==> config.mk <==
export PLATFORM = sky130hd
export DESIGN_NAME = instr_fetch_stage
export DESIGN_NICKNAME = d
export VERILOG_FILES = /design/src/rtl/instr_fetch_stage.sv
export SDC_FILE = /design/constraint.sdc
export NUM_CORES = 1
export LEC_CHECK = 0
export CAP_MARGIN = 10
export CORE_MARGIN = 2
export CORE_UTILIZATION = 44
export CTS_BUF_LIST = sky130_fd_sc_hd__clkbuf_8
export DETAILED_ROUTE_END_ITERATION = 8
export GPL_ROUTABILITY_DRIVEN = 0
export PLACE_DENSITY = 0.84
export SLEW_MARGIN = 20
export SYNTH_ARGS = -nofsm -noshare
export SYNTH_HDL_FRONTEND = slang
export SYNTH_SLANG_ARGS = --single-unit
==> constraint.sdc <==
create_clock -name clk -period 4.85 [get_ports clk]
set_clock_uncertainty 0.1 [all_clocks]
set_input_delay 1.2125 -clock clk [delete_from_list [all_inputs] [get_ports clk]]
set_output_delay 1.2125 -clock clk [all_outputs]
set_load 0.005 [all_outputs]
==> src/rtl/instr_fetch_stage.sv <==
// Instruction fetch stage: PC sequencing, one-cycle synchronous imem access,
// and a single-entry hold buffer that keeps the fetched word while decode stalls.
module instr_fetch_stage #(
  parameter int                   DataWidth        = 32,
  parameter int                   InstrCapacity    = 8192,
  parameter logic [DataWidth-1:0] InstrOffset      = 32'h00400000,
  parameter logic [DataWidth-1:0] ExceptionAddress = 32'h00000004,
  localparam int                  InstrAddrWidth   = $clog2(InstrCapacity)
) (
  input  logic                      clk,
  input  logic                      reset,
  input  logic                      stall,
  input  logic                      flush,
  input  logic                      branch_valid,
  input  logic [DataWidth-1:0]      branch_target,
  input  logic                      exception,
  output logic [InstrAddrWidth-1:0] imem_addr,
  input  logic [DataWidth-1:0]      imem_rdata,
  output logic [DataWidth-1:0]      if_pc,
  output logic [DataWidth-1:0]      if_instr,
  output logic                      if_valid,
  output logic                      fetch_fault,
  output logic [DataWidth-1:0]      fault_addr
);

  typedef enum logic {LIVE, HELD} state_t;

  state_t               r_state;
  state_t               w_state_next;
  logic [DataWidth-1:0] r_pc;
  logic [DataWidth-1:0] w_pc_next;
  logic [DataWidth-1:0] r_f1_pc;
  logic                 r_f1_valid;
  logic [DataWidth-1:0] r_hold_instr;
  logic                 r_fetch_fault;
  logic [DataWidth-1:0] r_fault_addr;
  logic                 w_redirect;
  logic                 w_capture;
  logic                 w_misaligned;

  assign w_redirect   = exception | branch_valid;
  assign w_misaligned = branch_valid & ~exception & (|branch_target[1:0]);

  always_comb begin
    w_pc_next = r_pc;
    if (exception) begin
      w_pc_next = ExceptionAddress;
    end else if (branch_valid) begin
      w_pc_next = {branch_target[DataWidth-1:2], 2'b00};
    end else if (!stall) begin
      w_pc_next = r_pc + DataWidth'(4);
    end
  end

  // Capture happens only when a valid word would otherwise be lost to the stall.
  always_comb begin
    w_state_next = r_state;
    w_capture    = 1'b0;
    case (r_state)
      LIVE: begin
        if (stall && r_f1_valid && !flush && !w_redirect) begin
          w_state_next = HELD;
          w_capture    = 1'b1;
        end
      end
      HELD: begin
        if (!stall || flush || w_redirect) begin
          w_state_next = LIVE;
        end
      end
      default: w_state_next = LIVE;
    endcase
  end

  always_ff @(posedge clk or posedge reset) begin
    if (reset) begin
      r_state       <= LIVE;
      r_pc          <= InstrOffset;
      r_f1_pc       <= '0;
      r_f1_valid    <= 1'b0;
      r_hold_instr  <= '0;
      r_fetch_fault <= 1'b0;
      r_fault_addr  <= '0;
    end else begin
      r_state       <= w_state_next;
      r_pc          <= w_pc_next;
      r_fetch_fault <= w_misaligned;
      if (w_misaligned) begin
        r_fault_addr <= branch_target;
      end
      if (w_capture) begin
        r_hold_instr <= imem_rdata;
      end
      if (w_redirect) begin
        r_f1_valid <= 1'b0;
      end else if (!stall) begin
        r_f1_pc    <= r_pc;
        r_f1_valid <= ~flush;
      end else if (flush) begin
        r_f1_valid <= 1'b0;
      end
    end
  end

  assign imem_addr   = r_pc[InstrAddrWidth+1:2];
  assign if_pc       = r_f1_pc;
  assign if_valid    = (r_state == HELD) | r_f1_valid;
  assign if_instr    = (r_state == HELD) ? r_hold_instr :
                       (r_f1_valid ? imem_rdata : '0);
  assign fetch_fault = r_fetch_fault;
  assign fault_addr  = r_fault_addr;

endmodule

After elaboration in Yosys (flattened, before gate mapping). Index checks and enable logic that the tools add are counted.

Add/sub/neg operators: 1. Equality and inequality tests: 2. Mux-type cells: 12. Bitwise gates (word level): 9. Reductions and logical operators: 10.

Operators with widths (count): two-way mux 32 bit (5); adder 32 x 3 -> 32 bit, second input constant (1); two-way mux 1 bit (6); inequality test 3 x 1 -> 1 bit, second input constant (2); NOT 1 bit (5); logical AND 1 bit (3); logical NOT 1 bit (3); bitwise AND 1 bit (2); logical OR 1 bit (2); OR 1 bit (2); case mux 1 bit (2 select lines) (1); AND reduction 2 bit (1); OR reduction 2 bit (1).

Bits in registers: 131. Bits of input ports: 70. Output and inout bits: 111. Word-level logic and storage cells: 41.

Depth between registers and ports, before layout. Gate-level depths: netlist of the first run.

Depth in word-level cells: 5. Depth in mapped cells: 6. Mapped depth without buffers: 5.

Least setup slack after synthesis of the first run. No wires, ideal clock.

Path kind: input-to-output. From: input port imem_rdata[10]. To: output port if_instr[10]. Arrival: 1.424 ns. Required time: 3.538 ns. Slack: 2.113 ns. Stages on the path: 2. Path buffers: 0. Path through: nand2_1 -> o21ai_0.

Word-level cells in the longest chain between the ends: 2.

RTL lines: start, declared (line 18) `input logic [DataWidth-1:0] imem_rdata,`; two-way mux 32 bit (line 109) `(r_f1_valid ? imem_rdata : '0);`; two-way mux 32 bit (line 108) `assign if_instr = (r_state == HELD) ? r_hold_instr :`; end, declared (line 20) `output logic [DataWidth-1:0] if_instr,`.

No other way between the ends.

Worst setup path after layout of the first run.
From: input port imem_rdata[3]. To: output port if_instr[3].

Same word-level chain as after synthesis.

==> results of run 1 <==
-- metrics by stage --
stage | total power, W | area (sq um) | util
finish | 0.002767 | 8444 | 0.6131
global route | 0.002900 | 8444 | 0.6131
CTS | 0.002803 | 8442 | 0.6129
detailed placement | 0.001802 | 8010 | 0.5816
global placement | 0.001778 | 8010 | 0.5816
floorplan | 0.001478 | 6151 | -
-- report_power, final --
group | switching (W) | total [W] | internal [W]
clock | 0.000409 | 0.000988 | 0.000580
combinational | 0.000177 | 0.000504 | 0.000327
sequential | 0.0000895 | 0.00128 | 0.00119
total | 0.000675 | 0.00277 | 0.00209
-- routing by layer --
| layer | routed length (um) | up-vias | global-route usage |
|---|---|---|---|
| li1 | - | 2313 | - |
| met1 | 6820 | 2427 | 0.2778 |
| met2 | 7520 | 215 | 0.3517 |
| met3 | 1261 | 25 | 0.06414 |
| met4 | 276 | 0 | 0.08046 |
| met5 | 0 | - | 0 |
-- cell usage after synthesis, drive strengths merged (11+ instances only) --
| library cell | instances |
|---|---|
| clkbuf | 17 |
| nand3 | 11 |
| inv | 12 |
| nor4 | 11 |
| nand2 | 74 |
| buf | 31 |
| o21ai | 28 |
| dfrtp | 126 |
| mux2 | 92 |
| a22o | 11 |
| nor2 | 25 |
-- flip-flops by register name, summed over array words and instances (netlist names) --
signal        flops
fault_addr       32
r_hold_instr     32
if_pc            30
r_pc             30
fetch_fault       1
r_f1_valid        1
r_state           1
-- path summary, 6_finish.rpt --
check                            startpoint                to  slack (ns)  cells past startpoint
min in group asynchronous             reset          r_pc[26]        1.19                      2
setup reg to reg                    r_pc[2]          r_pc[26]        2.38                      5
hold reg to reg            r_hold_instr[14]  r_hold_instr[14]        0.41                      1
setup / recovery              imem_rdata[3]       if_instr[3]        0.93                      4
hold / removal             r_hold_instr[14]  r_hold_instr[14]        0.41                      1
max in group asynchronous             reset           r_pc[2]        2.75                      3
-- kinds of logic after synthesis --
| family | after synthesis | share of synthesized area |
|---|---|---|
| fa+ha+maj | 1 | 0.002035 |
| xor+xnor | 9 | 0.01282 |
| flops | 127 | 0.5172 |
| simple gates | 175 | 0.1498 |
| compound gates | 87 | 0.09689 |
| other cells | 1 | 0.0006100 |
| buf+inv | 60 | 0.04885 |
| mux | 94 | 0.1718 |
-- area by class of cell --
cell class,count,area share
clock inverters,13,0.02015
repair buffers,188,0.2228
clock buffers,19,0.03097
well taps,180,0.02667
inverters,12,0.005927
multi-input cells,368,0.3169
flip-flops and latches,127,0.3765
==> insert_results.sql, run 1 <==
INSERT INTO impl_metrics (metric_group, metric, value, unit) VALUES
('critical_path', 'worst_ep_arrival_time', '2.60', 'ns'),
('grt', 'antenna_violations_before_repair', '0', ''),
('critical_path', 'crit_family', 'buffers and inverters', ''),
('cts', 'clock_tree.htree_level_count', '4', ''),
('critical_path', 'max_stage_delay', '0.57', 'ns'),
('placed_design', 'preCtsSetupSlack', '0.9169', 'ns'),
('cts', 'clock_sink_count', '127', ''),
('die', 'rows', '43', ''),
('cts', 'cts_buffers', '17', ''),
('cts', 'clk_latency', '0.44', 'ns'),
('synth', 'synth_top_flop_cell', 'dfrtp_1', ''),
('cts', 'ctsHoldBuffers', '0', ''),
('timing', 'finalHoldWorstSlack', '0.4059', 'ns'),
('critical_path', 'critPathMostFrequentCell', 'clkdlybuf4s50_1', ''),
('cts', 'post_cts_resize_count', '0', ''),
('final_layout', 'most-common-layout-cells', 'clkdlybuf4s50_1, dfrtp_1, mux2_2, nand2_1, o21ai_0', ''),
('grt', 'globalRouteTotalUtil', '0.2179', ''),
('timing', 'tightestPinTransition', '0.9582', 'ns'),
('detailed_routing', 'vias', '4980', ''),
('timing', 'postLayoutSetupSlackWorst', '0.9330', 'ns'),
('cts', 'tritoncts', 'built', ''),
('final_layout', 'instances_no_fill', '907', ''),
('detailed_routing', 'routedWlPerCell', '17.51', 'um'),
('die', 'placeableCoreArea', '0.01377', 'sq mm'),
('timing', 'grt_setup_unrepaired', 'false', ''),
('detailed_routing', 'drt_iter0_drc', '547', ''),
('cts', 'post_cts.repair.setup_buffers', '0', ''),
('synth', 'synth_seq_cells', '127', ''),
('synth', 'post_synth_main_area_contributors', 'dfrtp_1, mux2_2, nand2_1', ''),
('placed_design', 'place.port_buffers', '178', ''),
('final_layout', 'most_common_library_cell_in_the_layout_ignoring_fill_and_taps', 'clkdlybuf4s50_1', ''),
('final_layout', 'area_growth_syn_to_layout', '37.37', '%'),
('die', 'initial_core_util', '0.4463', ''),
('placed_design', 'dp.cells', '875', ''),
('synth', 'synthesis.area_per_instance', '11.10', 'sq um'),
('synth', 'synth_enable_flop_cells', '0', ''),
('timing', 'report.final.slew_viol_count', '0', ''),
('power', 'ir_worst_vdd', '190.6', 'uV'),
('timing', 'maxClockFrequency', '255.3', 'MHz'),
('final_layout', 'fin_nets', '785', ''),
('cts', 'clock_path_buffers', '2', ''),
('grt', 'grt_pass1_vias', '4986', ''),
('critical_path', 'critical_path_buf_inv_count', '2', ''),
('worst_hold_path', 'hp-class', 'flip-flop to flip-flop', ''),
('synth', 'ys_seq_area_frac', '0.5172', ''),
('power', 'p_leak', '3.529', 'nW'),
('grt', 'grt.overflow.total', '0', ''),
('placed_design', 'post-dp-hpwl', '11480', 'um'),
('final_layout', 'antenna_cells', '0', ''),
('die', 'dieWidth', '122.2', 'um'),
('status', 'status', 'complete, no violations', ''),
('final_layout', 'post_route_cells_drive_above_1_share', '0.1994', ''),
('die', 'floorplan_die_area', '0.01493', 'sq mm'),
('die', 'io-pin-count', '181', ''),
('timing', 'setup_violating_endpoint_count_in_the_final_report', '0', ''),
('cts', 'cts.root.buffer_cell', 'clkbuf_8', ''),
('detailed_routing', 'detail_route.first_pass.iterations', '5', ''),
('grt', 'grt_max_degree', '80', ''),
('synth', 'post-synth-top-area-fraction', '0.5129', ''),
('synth', 'yosys_warnings', '0', ''),
('critical_path', 'crit_type', 'input port to primary output', ''),
('detailed_routing', 'drc', '0', ''),
('detailed_routing', 'ant_nets', '0', ''),
('timing', 'finalCriticalPeriod', '3.917', 'ns'),
('die', 'die_height', '122.2', 'um'),
('final_layout', 'final.fill_count', '1120', ''),
('critical_path', 'worstPathMaxFanout', '2', ''),
('synth', 'synth_area', '0.006147', 'sq mm'),
('critical_path', 'start_kind', 'input port', ''),
('timing', 'tns', '0', 'ns'),
('timing', 'report.final.hold_viol_count', '0', '');
(Power assumes the default switching activity.)
==> run 2: changes to the inputs <==
==> constraint.sdc (replaced) <==
create_clock -name clk -period 3.5 [get_ports clk]
set_clock_uncertainty 0.1 [all_clocks]
set_input_delay 0.875 -clock clk [delete_from_list [all_inputs] [get_ports clk]]
set_output_delay 0.875 -clock clk [all_outputs]
set_load 0.005 [all_outputs]
==> run 2 against run 1 <==
  * Wire length rose by 2.9%
  * Design area barely moved
  * Hold slack got worse by 0.0051 ns
  * Sequential power rose by 38%
  * Critical path depth did not move
  * First-iteration DRC count fell by 28%
  * Combinational power rose by 40%
  * Utilization barely moved
  * Total power rose by 34%
  * Die area did not move
  * Critical endpoint is now if_instr[11]
==> insert_results.sql, run 2 (synthesis gave the netlist of run 1 again) <==
INSERT INTO impl_metrics (metric_group, metric, value, unit) VALUES
('timing', 'maxClockFrequency', '314.7', 'MHz'),
('critical_path', 'max_stage_delay', '0.53', 'ns'),
('critical_path', 'worst_ep_arrival_time', '2.20', 'ns'),
('placed_design', 'place.port_buffers', '178', ''),
('critical_path', 'regToRegSetupSlack', '1.17', 'ns'),
('detailed_routing', 'drt_iter0_drc', '394', ''),
('final_layout', 'final.fill_count', '1116', ''),
('timing', 'postLayoutSetupSlackWorst', '0.3227', 'ns'),
('timing', 'tns', '0', 'ns'),
('final_layout', 'ff_latch_area', '0.003179', 'sq mm'),
('detailed_routing', 'drc', '0', ''),
('final_layout', 'most-common-layout-cells', 'clkdlybuf4s50_1, dfrtp_1, mux2_2, nand2_1, o21ai_0', ''),
('critical_path', 'critPathMostFrequentCell', 'clkdlybuf4s50_1', ''),
('power', 'powerDensity', '438.0', 'mW/mm^2'),
('power', 'p_leak', '3.560', 'nW'),
('detailed_routing', 'ant_nets', '0', ''),
('cts', 'cts.root.buffer_cell', 'clkbuf_8', ''),
('timing', 'finalCriticalPeriod', '3.177', 'ns'),
('critical_path', 'timing.critical_path.required', '2.52', 'ns'),
('final_layout', 'fin_nets', '792', ''),
('timing', 'setup_violating_endpoint_count_in_the_final_report', '0', ''),
('timing', 'final_period_utilization', '0.9078', ''),
('cts', 'clock_path_buffers', '2', ''),
('timing', 'max-slew-margin-rel', '0.4472', ''),
('critical_path', 'critical_path_buf_inv_count', '2', ''),
('die', 'dieWidth', '122.2', 'um'),
('grt', 'grt_pass1_vias', '5028', ''),
('detailed_routing', 'vias', '5106', ''),
('timing', 'report.final.hold_viol_count', '0', ''),
('placed_design', 'post-dp-hpwl', '11940', 'um'),
('placed_design', 'preCtsSetupSlack', '0.3028', 'ns'),
('worst_hold_path', 'whs_path_depth', '1', ''),
('grt', 'globalRouteTotalUtil', '0.2230', ''),
('critical_path', 'worstPathMaxFanout', '2', ''),
('final_layout', 'multi_input_gate_area', '0.002676', 'sq mm'),
('grt', 'global_route_wire_length_before_repair', '25680', 'um'),
('final_layout', 'post_route_cells_drive_above_1_share', '0.2030', ''),
('timing', 'report.final.slew_viol_count', '0', ''),
('cts', 'tritoncts', 'built', ''),
('grt', 'grt_max_degree', '76', ''),
('cts', 'clk_latency', '0.43', 'ns'),
('grt', 'antenna_violations_before_repair', '0', ''),
('die', 'placeableCoreArea', '0.01377', 'sq mm'),
('timing', 'tightestPinTransition', '0.8217', 'ns'),
('final_layout', 'most_common_library_cell_in_the_layout_ignoring_fill_and_taps', 'clkdlybuf4s50_1', ''),
('cts', 'post_cts_resize_count', '0', ''),
('detailed_routing', 'routedWlPerCell', '17.88', 'um'),
('power', 'ir_worst_vdd', '267.1', 'uV'),
('critical_path', 'cell_by_cell_trace_of_the_critical_path', 'clkdlybuf4s50_1 > nand2_1 > o21ai_0 > clkdlybuf4s50_1', ''),
('die', 'die_height', '122.2', 'um'),
('cts', 'clock_sink_count', '127', ''),
('run', 'cap_viol_max_count', '0', ''),
('worst_hold_path', 'hp-class', 'flip-flop to flip-flop', ''),
('detailed_routing', 'detail_route.first_pass.iterations', '6', ''),
('critical_path', 'worst_path_max_delay_cell', 'clkdlybuf4s50_1', ''),
('critical_path', 'setup.worst_path.end_class', 'primary output', ''),
('timing', 'grt_setup_unrepaired', 'false', ''),
('cts', 'ctsHoldBuffers', '0', ''),
('final_layout', 'instances_no_fill', '914', ''),
('critical_path', 'crit_type', 'input port to primary output', ''),
('final_layout', 'area_growth_syn_to_layout', '37.29', '%'),
('placed_design', 'dp.cells', '882', ''),
('critical_path', 'start_kind', 'input port', ''),
('detailed_routing', 'routed_wirelength', '16350', 'um'),
('final_layout', 'antenna_cells', '0', ''),
('power', 'post-layout-total-power', '0.003697', 'W'),
('detailed_routing', 'vias_per_cell', '5.586', ''),
('cts', 'clock_tree.htree_level_count', '4', ''),
('die', 'floorplan_die_area', '0.01493', 'sq mm'),
('grt', 'grt.overflow.total', '0', ''),
('die', 'io-pin-count', '181', ''),
('status', 'status', 'complete, no violations', ''),
('cts', 'clk_pin_slew', '0.07', 'ns'),
('critical_path', 'cp.depth', '4', ''),
('critical_path', 'ff2ff_path_depth', '4', ''),
('die', 'rows', '43', ''),
('die', 'initial_core_util', '0.4463', ''),
('cts', 'post_cts.repair.setup_buffers', '0', ''),
('critical_path', 'crit_family', 'buffers and inverters', ''),
('cts', 'cts_buffers', '17', '');
-- run 2: cell count changes in the layout (fill, tap and decap cells not counted) --
| cell | delta |
|---|---|
| buf_12 | -1 |
| buf_4 | +8 |
| bufinv_16 | -2 |
| clkbuf_8 | +2 |
| clkinvlp_4 | -2 |
| inv_1 | +3 |
| inv_6 | -1 |
-- run 2: cell type report --
cell class              count  area share
repair buffers            195      0.2277
clock buffers              21     0.03425
flip-flops and latches    127      0.3767
clock inverters            11     0.01171
well taps                 180     0.02669
multi-input cells         368      0.3171
inverters                  12    0.005782
-- run 2: per-layer routing --
metal	global-route usage	vias up	part of all wire
li1	-	2328	-
met1	0.2771	2514	0.42
met2	0.3642	230	0.48
met3	0.07303	34	0.083
met4	0.07902	0	0.018
met5	0	-	0
-- run 2: path summary, 6_finish.rpt --
| kind | end | startpoint |
|---|---|---|
| worst max-delay path | if_instr[11] | imem_rdata[11] |
| worst min-delay path | fault_addr[1] | fault_addr[1] |
| worst max register to register | r_pc[31] | r_pc[7] |
| worst min register to register | fault_addr[1] | fault_addr[1] |
| max in group asynchronous | r_hold_instr[16] | reset |
| min in group asynchronous | if_pc[10] | reset |
-- run 2: metrics by stage --
step / cell area, sq um / hold slack [ns] / utilization
CTS: 8439 / 0.4058 / 0.6127
detailed placement: 8051 / 0.3887 / 0.5846
floorplan: 6155 / 0.3793 / -
global placement: 8051 / 0.3849 / 0.5846
global route: 8439 / 0.4123 / 0.6127
finish: 8439 / 0.4008 / 0.6127
-- run 2: power by group --
| group | internal, W | switching [W] | leakage (nW) |
|---|---|---|---|
| Combinational | 0.000455 | 0.000251 | 1.71 |
| Clock | 0.000691 | 0.000532 | 0.222 |
| Sequential | 0.00164 | 0.000125 | 1.63 |
| Total | 0.00279 | 0.000907 | 3.56 |
-- run 2: worst register-to-register path, delay by kind of cell (launching register included) --
kind,cells,cell delay [ns]
simple gates,3,1.46
compound gates,1,0.14
flops,1,0.50
